File: config.mk
export PLATFORM = sky130hd
export DESIGN_NAME = fp_addsub_unit
export DESIGN_NICKNAME = d
export VERILOG_FILES = /design/src/rtl/fp_addsub_unit.sv
export SDC_FILE = /design/constraint.sdc
export NUM_CORES = 1
export LEC_CHECK = 0
export ABC_AREA = 1
export BUFFER_PORTS_ARGS = -buffer_cell sky130_fd_sc_hd__buf_4
export CAP_MARGIN = 0
export CORE_UTILIZATION = 56
export DETAILED_ROUTE_END_ITERATION = 10
export GPL_TIMING_DRIVEN = 0
export PLACE_DENSITY = 0.77
export SETUP_SLACK_MARGIN = 0.3
export SYNTH_ARGS = -nofsm -noshare
export SYNTH_HDL_FRONTEND = slang
export SYNTH_SLANG_ARGS = --single-unit
File: constraint.sdc
create_clock -name clk -period 8.3 [get_ports clk]
set_clock_uncertainty 0.1 [all_clocks]
set_input_delay 1.66 -clock clk [delete_from_list [all_inputs] [get_ports clk]]
set_output_delay 1.66 -clock clk [all_outputs]
set_load 0.01 [all_outputs]
File: src/rtl/fp_addsub_unit.sv
`timescale 1ns/1ps
// fp_addsub_unit: multi-cycle binary32 FADD.S/FSUB.S unit feeding the float register file write port.
// Optional macro FPU_FLAGS_EN adds the registered fflags output {NV,DZ,OF,UF,NX}.
module fp_addsub_unit #(
    parameter int unsigned LATENCY_STAGES = 4,
    parameter logic [31:0] CANON_NAN      = 32'h7FC00000
) (
    input  logic        clk,
    input  logic        rst,
    input  logic        in_valid,
    output logic        in_ready,
    input  logic        in_op,
    input  logic [5:0]  in_rd_addr,
    input  logic [31:0] in_rs1_data,
    input  logic [31:0] in_rs2_data,
    input  logic        kill,
    output logic        busy,
    output logic        float_wb_en,
    output logic [5:0]  float_wb_addr,
`ifdef FPU_FLAGS_EN
    output logic [4:0]  fflags,
`endif
    output logic [31:0] float_write_data
);

    localparam int unsigned STATE_W = $clog2(LATENCY_STAGES + 1);
    localparam int unsigned MANT_W  = 27;  // hidden + 23 frac + guard/round/sticky
    localparam int unsigned EXP_W   = 10;  // signed headroom for under/overflow

    typedef enum logic [STATE_W-1:0] {IDLE, ALIGN, ADD, NORM, ROUND} state_e;

    state_e state_q, state_d;
    logic   wb_en_d;
    logic   accept;

    logic [31:0] op_a_q, op_b_q;
    logic        op_sub_q;
    logic [5:0]  rd_q;

    logic              sign_l_q, sign_s_q, spec_q;
    logic [7:0]        exp_l_q;
    logic [MANT_W-1:0] mant_l_q, mant_s_q;
    logic [31:0]       spec_res_q;

    logic [MANT_W:0]   sum_q;
    logic              sign_r_q;

    logic [MANT_W-1:0]        mant_n_q;
    logic signed [EXP_W-1:0]  exp_n_q;

    assign in_ready = (state_q == IDLE);
    assign busy     = ~in_ready;
    assign accept   = (state_q == IDLE) && in_valid && !kill;

    // Control: fixed walk through the datapath stages, kill returns to IDLE from anywhere
    always_comb begin
        state_d = state_q;
        wb_en_d = 1'b0;
        unique case (state_q)
            IDLE:    if (accept) state_d = ALIGN;
            ALIGN:   state_d = ADD;
            ADD:     state_d = NORM;
            NORM:    state_d = ROUND;
            ROUND: begin
                state_d = IDLE;
                wb_en_d = 1'b1;
            end
            default: state_d = IDLE;
        endcase
        if (kill && (state_q != IDLE)) begin
            state_d = IDLE;
            wb_en_d = 1'b0;
        end
    end

    always_ff @(posedge clk or posedge rst) begin
        if (rst) state_q <= IDLE;
        else     state_q <= state_d;
    end

    always_ff @(posedge clk or posedge rst) begin
        if (rst) begin
            op_a_q   <= '0;
            op_b_q   <= '0;
            op_sub_q <= 1'b0;
            rd_q     <= '0;
        end else if (accept) begin
            op_a_q   <= in_rs1_data;
            op_b_q   <= in_rs2_data;
            op_sub_q <= in_op;
            rd_q     <= in_rd_addr;
        end
    end

    // ALIGN: unpack, classify specials, order by magnitude, shift the smaller mantissa
    logic              sign_a, sign_b, nan_a, nan_b, inf_a, inf_b, inf_clash;
    logic [30:0]       mag_a, mag_b, mag_l, mag_s;
    logic [7:0]        exp_diff;
    logic [MANT_W-1:0] mant_s_full, lost_mask, mant_l_c, mant_s_c;
    logic              sign_l_c, sign_s_c, spec_c;
    logic [31:0]       spec_res_c;

    always_comb begin
        sign_a    = op_a_q[31];
        sign_b    = op_b_q[31] ^ op_sub_q;
        nan_a     = (op_a_q[30:23] == 8'hFF) && (op_a_q[22:0] != 23'd0);
        nan_b     = (op_b_q[30:23] == 8'hFF) && (op_b_q[22:0] != 23'd0);
        inf_a     = (op_a_q[30:23] == 8'hFF) && (op_a_q[22:0] == 23'd0);
        inf_b     = (op_b_q[30:23] == 8'hFF) && (op_b_q[22:0] == 23'd0);
        inf_clash = inf_a && inf_b && (sign_a != sign_b);
        mag_a     = (op_a_q[30:23] == 8'd0) ? 31'd0 : op_a_q[30:0];
        mag_b     = (op_b_q[30:23] == 8'd0) ? 31'd0 : op_b_q[30:0];
        sign_l_c  = sign_a;
        sign_s_c  = sign_b;
        mag_l     = mag_a;
        mag_s     = mag_b;
        if (mag_b > mag_a) begin
            sign_l_c = sign_b;
            sign_s_c = sign_a;
            mag_l    = mag_b;
            mag_s    = mag_a;
        end
        mant_l_c    = (mag_l == 31'd0) ? '0 : {1'b1, mag_l[22:0], 3'b000};
        mant_s_full = (mag_s == 31'd0) ? '0 : {1'b1, mag_s[22:0], 3'b000};
        exp_diff    = mag_l[30:23] - mag_s[30:23];
        lost_mask   = ~({MANT_W{1'b1}} << exp_diff);
        if (exp_diff >= 8'd26) begin
            mant_s_c = {{(MANT_W-1){1'b0}}, |mant_s_full};
        end else begin
            mant_s_c    = mant_s_full >> exp_diff;
            mant_s_c[0] = mant_s_c[0] | (|(mant_s_full & lost_mask));
        end
        spec_c = nan_a | nan_b | inf_a | inf_b;
        if (nan_a || nan_b || inf_clash) spec_res_c = CANON_NAN;
        else                             spec_res_c = {(inf_a ? sign_a : sign_b), 8'hFF, 23'd0};
    end

    always_ff @(posedge clk or posedge rst) begin
        if (rst) begin
            sign_l_q   <= 1'b0;
            sign_s_q   <= 1'b0;
            exp_l_q    <= '0;
            mant_l_q   <= '0;
            mant_s_q   <= '0;
            spec_q     <= 1'b0;
            spec_res_q <= '0;
        end else if (state_q == ALIGN) begin
            sign_l_q   <= sign_l_c;
            sign_s_q   <= sign_s_c;
            exp_l_q    <= mag_l[30:23];
            mant_l_q   <= mant_l_c;
            mant_s_q   <= mant_s_c;
            spec_q     <= spec_c;
            spec_res_q <= spec_res_c;
        end
    end

    // ADD: magnitude add/subtract; an exact zero is negative only if both inputs were
    logic [MANT_W:0] sum_c;
    logic            sign_r_c;

    always_comb begin
        if (sign_l_q == sign_s_q) sum_c = {1'b0, mant_l_q} + {1'b0, mant_s_q};
        else                      sum_c = {1'b0, mant_l_q} - {1'b0, mant_s_q};
        sign_r_c = (sum_c == '0) ? (sign_l_q & sign_s_q) : sign_l_q;
    end

    always_ff @(posedge clk or posedge rst) begin
        if (rst) begin
            sum_q    <= '0;
            sign_r_q <= 1'b0;
        end else if (state_q == ADD) begin
            sum_q    <= sum_c;
            sign_r_q <= sign_r_c;
        end
    end

    // NORM: carry-out right shift or leading-zero left shift
    logic [4:0]              lzc;
    logic [MANT_W-1:0]       mant_n_c;
    logic signed [EXP_W-1:0] exp_n_c;

    always_comb begin
        lzc      = '0;
        mant_n_c = '0;
        exp_n_c  = '0;
        for (int i = 0; i < MANT_W; i++) begin
            if (sum_q[i]) lzc = 5'(MANT_W - 1 - i);
        end
        if (sum_q[MANT_W]) begin
            mant_n_c = {sum_q[MANT_W:2], sum_q[1] | sum_q[0]};
            exp_n_c  = EXP_W'(exp_l_q) + EXP_W'(1);
        end else begin
            mant_n_c = sum_q[MANT_W-1:0] << lzc;
            exp_n_c  = EXP_W'(exp_l_q) - EXP_W'(lzc);
        end
    end

    always_ff @(posedge clk or posedge rst) begin
        if (rst) begin
            mant_n_q <= '0;
            exp_n_q  <= '0;
        end else if (state_q == NORM) begin
            mant_n_q <= mant_n_c;
            exp_n_q  <= exp_n_c;
        end
    end

    // ROUND: nearest-even, renormalise on mantissa carry, clamp to inf / flush to zero
    logic                    round_up;
    logic [24:0]             rounded;
    logic [22:0]             frac_r;
    logic signed [EXP_W-1:0] exp_r;
    logic [31:0]             result_c;

    always_comb begin
        round_up = mant_n_q[2] & (mant_n_q[1] | mant_n_q[0] | mant_n_q[3]);
        rounded  = {1'b0, mant_n_q[MANT_W-1:3]} + 25'(round_up);
        frac_r   = rounded[22:0];
        exp_r    = exp_n_q;
        if (rounded[24]) begin
            frac_r = rounded[23:1];
            exp_r  = exp_n_q + 10'sd1;
        end
        if (spec_q)                  result_c = spec_res_q;
        else if (mant_n_q == '0)     result_c = {sign_r_q, 31'd0};
        else if (exp_r >= 10'sd255)  result_c = {sign_r_q, 8'hFF, 23'd0};
        else if (exp_r <= 10'sd0)    result_c = {sign_r_q, 31'd0};
        else                         result_c = {sign_r_q, exp_r[7:0], frac_r};
    end

    always_ff @(posedge clk or posedge rst) begin
        if (rst) begin
            float_wb_en      <= 1'b0;
            float_wb_addr    <= '0;
            float_write_data <= '0;
        end else begin
            float_wb_en <= wb_en_d;
            if (wb_en_d) begin
                float_wb_addr    <= rd_q;
                float_write_data <= result_c;
            end
        end
    end

`ifdef FPU_FLAGS_EN
    // Exception flags, held only for the write-back cycle
    logic       nv_c, nv_q;
    logic [4:0] flags_c;

    always_comb begin
        nv_c = inf_clash | (nan_a & ~op_a_q[22]) | (nan_b & ~op_b_q[22]);
    end

    always_comb begin
        flags_c = 5'd0;
        if (spec_q) begin
            flags_c[4] = nv_q;
        end else if (mant_n_q != '0) begin
            if (exp_r >= 10'sd255)   flags_c = 5'b00101;
            else if (exp_r <= 10'sd0) flags_c = 5'b00011;
            else                     flags_c[0] = |mant_n_q[2:0];
        end
    end

    always_ff @(posedge clk or posedge rst) begin
        if (rst) begin
            nv_q   <= 1'b0;
            fflags <= '0;
        end else begin
            if (state_q == ALIGN) nv_q <= nv_c;
            fflags <= wb_en_d ? flags_c : 5'd0;
        end
    end
`endif

endmodule

---- Yosys cells after proc, flatten, opt, wreduce, memory -nomap -nowiden ----
Cells that the tools add are included.
operators by class
  add/subtract/negate cells ............... 7
  shift-type cells ........................ 3
  reduce and logical (&&, ||, !) cells .... 26
  magnitude comparators ................... 4
  multiplexer cells ....................... 53
  bitwise operators ....................... 13
  equal/unequal tests ..................... 9
operator list
  kind                                                                  number
  31-bit 2-to-1 mux                                                     7
  5-bit 2-to-1 mux                                                      27
  27-bit 2-to-1 mux                                                     4
  32-bit 2-to-1 mux                                                     2
  31-bit logical NOT                                                    2
  27-bit OR reduction                                                   2
  23-bit logical NOT                                                    2
  23-bit nonzero test                                                   2
  31-bit > comparator                                                   1
  27-bit by 27-bit adder with 28-bit output                             1
  28-bit logical NOT                                                    1
  28-bit 2-to-1 mux                                                     1
  27-bit by 27-bit subtractor with 28-bit output                        1
  27-bit bitwise AND                                                    1
  27-bit logical NOT                                                    1
  27-bit inverter                                                       1
  27-bit by 5-bit << shifter with 27-bit output                         1
  27-bit by 8-bit << shifter with 27-bit output (first input constant)  1
  27-bit by 8-bit right shift with 27-bit output                        1
  24-bit by 1-bit adder with 25-bit output                              1
  23-bit 2-to-1 mux                                                     1
  10-bit 2-to-1 mux                                                     2
  8-bit equality test (second input constant)                           2
  8-bit logical NOT                                                     2
  25 further kinds                                                      48
word-level totals
  input bits .............................. 75
  flip-flop bits (word level) ............. 276
  word-level logic and storage cells ...... 134
  output and inout bits ................... 41

---- Longest topological paths before layout ----
  depth in word-level cells ............... 29
  mapped depth ............................ 40
  depth with buffers taken out ............ 38

---- Worst setup path after synthesis ----
No wires, ideal clock.
  kind .................................... register to register
  start point ............................. reg op_b_q[27]
  end point ............................... reg mant_s_q[0]
  library setup time ...................... 0.117 ns
  path buffers ............................ 4
  cell stages (with the launch flop) ...... 38
  clock period less this slack ............ 4.467 ns
  arrival time ............................ 4.250 ns
  data required time ...................... 8.083 ns
  setup slack ............................. 3.833 ns
  cell sequence ........................... dfrtp_1 inv_1 nand4_1 nor2_1 clkbuf_1 clkbuf_1 nor2_1 ha_1 nand2_1 nor3_2 nand2_1 nand2_1 nand2_1 nand2_2 buf_6 nand3_1 nand2_1 nand2_1 [2 not listed] nand2_1 nand2_1 nand3_1 nand2_1 nand2_1 buf_4 nor2_8 nand3_2 a21oi_1 nand2_1 nor2_1 nand2_1 nor2_1 nand3_1 nand2_1 nand3_1 nand2_1 nand2_1
between the ends
  cells in the longest elaborated chain, start to end .. 11
ends and longest elaborated chain
  what                                           RTL line  source
  from (decl)                                    36        logic [31:0] op_a_q, op_b_q;
  from (signal assigned)                         89        op_b_q <= in_rs2_data;
  8-bit logical NOT                              112       mag_b = (op_b_q[30:23] == 8'd0) ? 31'd0 : op_b_q[30:0];
  31-bit 2-to-1 mux (*)                          112
  31-bit > comparator                            117       if (mag_b > mag_a) begin
  31-bit 2-to-1 mux                              117
  8-bit subtractor                               125       exp_diff = mag_l[30:23] - mag_s[30:23];
  27-bit by 8-bit << shifter with 27-bit output  126       lost_mask = ~({MANT_W{1'b1}} << exp_diff);
  27-bit inverter                                126
  27-bit bitwise AND                             131       mant_s_c[0] = mant_s_c[0] | (|(mant_s_full & lost_mask));
  27-bit OR reduction                            131
  1-bit OR                                       131
  27-bit 2-to-1 mux (*)                          127       if (exp_diff >= 8'd26) begin
  to (signal assigned)                           152       mant_s_q <= mant_s_c;
  to (decl)                                      42        logic [MANT_W-1:0] mant_l_q, mant_s_q;
Mark *: on every way between the ends. The rest lies on a longest branch, timed or not.
A chain may end at the register's enable or synchronous reset.

---- Worst setup path in the final report ----
  start point ............................. reg op_b_q[29]
  end point ............................... reg mant_s_q[0]
Same word-level chain as after synthesis.

==> reports/metrics.csv <==
stage,metric,value,unit
outcome,outcome,completed,
floorplanning,die area,32990,um2
layout,"Net count, final",2939,
sta,Final Critical Period,6.349,ns
routing,vias,19230,
yosys,post-synthesis instance total,2643,
sta,fmax,157.5,MHz
yosys,Syn Std Cell Area,18070,um2
clock_tree,number of CTS-inserted buffers,28,
floorplanning,Die Ht,181.6,um
placed_design,DP HPWL,50970,um
clock_tree,CTS tree,yes,
run,Max Cap Viol,0,
critical_path,critical path's slowest cell,dfrtp_1,
sta,fin crit share,76.49,%
critical_path,worst-path fanout max,10,
yosys,Syn Nets,2787,
yosys,synth unique cells,66,
layout,"commonest non-fill, non-tap cells in the layout","781 x nand2_1, 244 x dfrtp_1, 239 x nand3_1, 226 x nor2_1, 215 x inv_1",
yosys,Post-synth EDFFs,0,
critical_path,CP Class,reg -> reg,
clock_tree,clock sinks,244,
layout,final instance area,20460,um2
placed_design,Placer Congestion,1.083,
worst_hold_path,hold crit path type,reg -> reg,
yosys,"Avg Cell Area, Syn",6.836,um2
critical_path,CP bufs+invs,6,
sta,worst hold margin,0.3690,ns
clock_tree,"Setup Fix Bufs, Post-CTS",0,
global_routing,pin count of the biggest net entering global routing,46,
yosys,register area share after synthesis,33.79,%
routing,first drt pass iteration count,6,
layout,fill count,2880,
layout,diode count,0,
clock_tree,cts repair resizes,0,
routing,drt drc,0,
layout,"non-filler cells, final",3218,
layout,P&R area growth vs syn,13.25,%
clock_tree,# hold bufs at CTS,0,
floorplanning,total core area,31640,um2
global_routing,antenna violations before repair,0,
critical_path,"most used cell, CP",nand2_1,
yosys,Post-synth ARST share,100.0,%
clock_tree,CTS Buffer Depth,3,
global_routing,met3 usage,3.931,%
sta,setup_tns,0,ns
routing,vias per cell,5.975,
layout,"commonest non-fill, non-tap cell in the layout",nand2_1,
placed_design,port buffer count,115,
yosys,register bit total from synthesis,244,
global_routing,first-pass GRT wire length,100700,um
routing,number of routed nets with antenna violations,0,
global_routing,busiest grt layer,met2,
critical_path,crit-path max cell delay,0.39,ns
critical_path,Worst setup EP type,register,
floorplanning,num ports,116,
sta,fin. max-slew vios,0,
critical_path,crit path DAT,6.70,ns
placed_design,dpl cells,3167,
routing,Post-Route WL,63850,um
clock_tree,Worst-path clk slew,0.06,ns
critical_path,WP data required,8.65,ns
sta,Final Hold Viols,0,
yosys,"Warnings, synthesis",0,
routing,Iter 0 DRT Violations,2133,
critical_path,Setup crit start kind,register,
yosys,Synth Flop Type,dfrtp_1,
global_routing,Overflow after GRT,0,
clock_tree,clk root buf,clkbuf_16,
global_routing,M1 GR Usage,47.20,%
floorplanning,Die Wd,181.6,um
layout,share of cells above drive strength 1,10.48,%
global_routing,M2 GR Usage,66.55,%
sta,final setup fails,0,
floorplanning,Initial Util,57.11,%
sta,RSZ-0062 raised after global routing,false,
critical_path,R2R Setup Slk,1.95,ns
global_routing,GRT Total Usage,39.17,%
sta,Worst-Margin Slew,1.311,ns
global_routing,vias in the first global route,18620,
placed_design,placed cell area,19560,um2
critical_path,Top delay family on crit path,simple AND/OR/NAND/NOR gates,
sta,slew margin rel.,11.91,%
clock_tree,Worst-Skew Late Latency,0.56,ns
floorplanning,num rows,65,
clock_tree,H-tree depth,1,
routing,wire per inst,19.84,um
-- worst reg2reg max path: cells and delay by family (launching register included) --
family          cells  cell delay [ns]
simple gates       27             3.12
buf+inv             6             1.50
compound gates      2             0.59
flops               1             0.39
fa+ha+maj           2             0.54
-- stage by stage --
step                      worst slack [ns]  utilization [%]
after floorplan                      3.336                -
after global placement               2.076            61.44
after detailed placement             2.166            61.84
after CTS                            2.143            64.68
after global routing                 1.534            64.68
final                                1.951            64.68
-- layer usage --
layer,routed length [um],up-vias
met1,24600,8895
met2,29650,1026
met4,5054,0
met5,0,-
li1,-,9065
met3,4541,241
-- Yosys cell counts (7+ instances only) --
cell	instances	area [um2]
nor2_1	226	848.3
buf_6	7	78.83
inv_1	216	810.8
nor4_1	19	118.9
nand2_2	17	106.4
o21ai_0	175	875.8
nand2_1	781	2932
o21ai_1	52	260.3
buf_2	11	55.05
xor2_1	49	429.2
clkbuf_1	84	315.3
o22ai_1	8	50.05
nor2_4	7	78.83
inv_2	14	52.55
nor3_1	29	145.1
nand3_1	239	1196
nand3b_1	8	60.06
a21oi_1	147	735.7
mux2_2	28	315.3
nand4_1	42	262.8
buf_1	13	48.80
nor2_2	8	50.05
ha_1	67	838.3
xnor2_1	28	245.2
o31ai_1	8	60.06
o211ai_1	16	120.1
o21a_1	9	67.56
a31oi_1	16	100.1
dfrtp_1	244	6106
-- layout make-up --
cell class / instances / area (um2) / share of cell area (%)
clock inverter: 13 / 110.1 / 0.5381
tap: 402 / 503.0 / 2.458
timing repair buffer: 122 / 988.4 / 4.830
sequential: 244 / 6106 / 29.84
multi-input combinational: 2043 / 10540 / 51.49
inverter: 237 / 900.9 / 4.402
buffer: 119 / 528.0 / 2.580
clock buffer: 38 / 789.5 / 3.858
-- sequential cells by signal, summed over array words and instances, names as in the netlist --
name              count
float_write_data     32
op_a_q               32
op_b_q               32
sum_q                28
mant_n_q             27
mant_s_q             27
mant_l_q             24
exp_n_q              10
exp_l_q               8
float_wb_addr         6
rd_q                  6
spec_res_q            3
state_q               3
float_wb_en           1
op_sub_q              1
sign_l_q              1
sign_r_q              1
sign_s_q              1
spec_q                1
-- path summary, 6_finish.rpt --
| kind | from | to | cells past startpoint |
|---|---|---|---|
| max | op_b_q[29] | mant_s_q[0] | 37 |
| min | rd_q[4] | float_wb_addr[4] | 2 |
| max reg2reg | op_b_q[29] | mant_s_q[0] | 37 |
| min reg2reg | rd_q[4] | float_wb_addr[4] | 2 |
| max in group asynchronous | rst | float_write_data[4] | 5 |
| min in group asynchronous | rst | op_b_q[28] | 2 |
-- kinds of logic after synthesis --
group                    after synthesis  synth area share, %
XOR/XNOR                              77                3.732
flip-flops                           244                33.79
AO/OA/AOI/OAI                        467                14.33
multiplexers                          29                1.800
adder cells (fa/ha/maj)               69                4.861
AND/OR/NAND/NOR                     1401                33.59
buffers and inverters                356                7.887
Power is not shown: default switching activity piles up to over one toggle a cycle in this logic, so the estimate is an artifact.
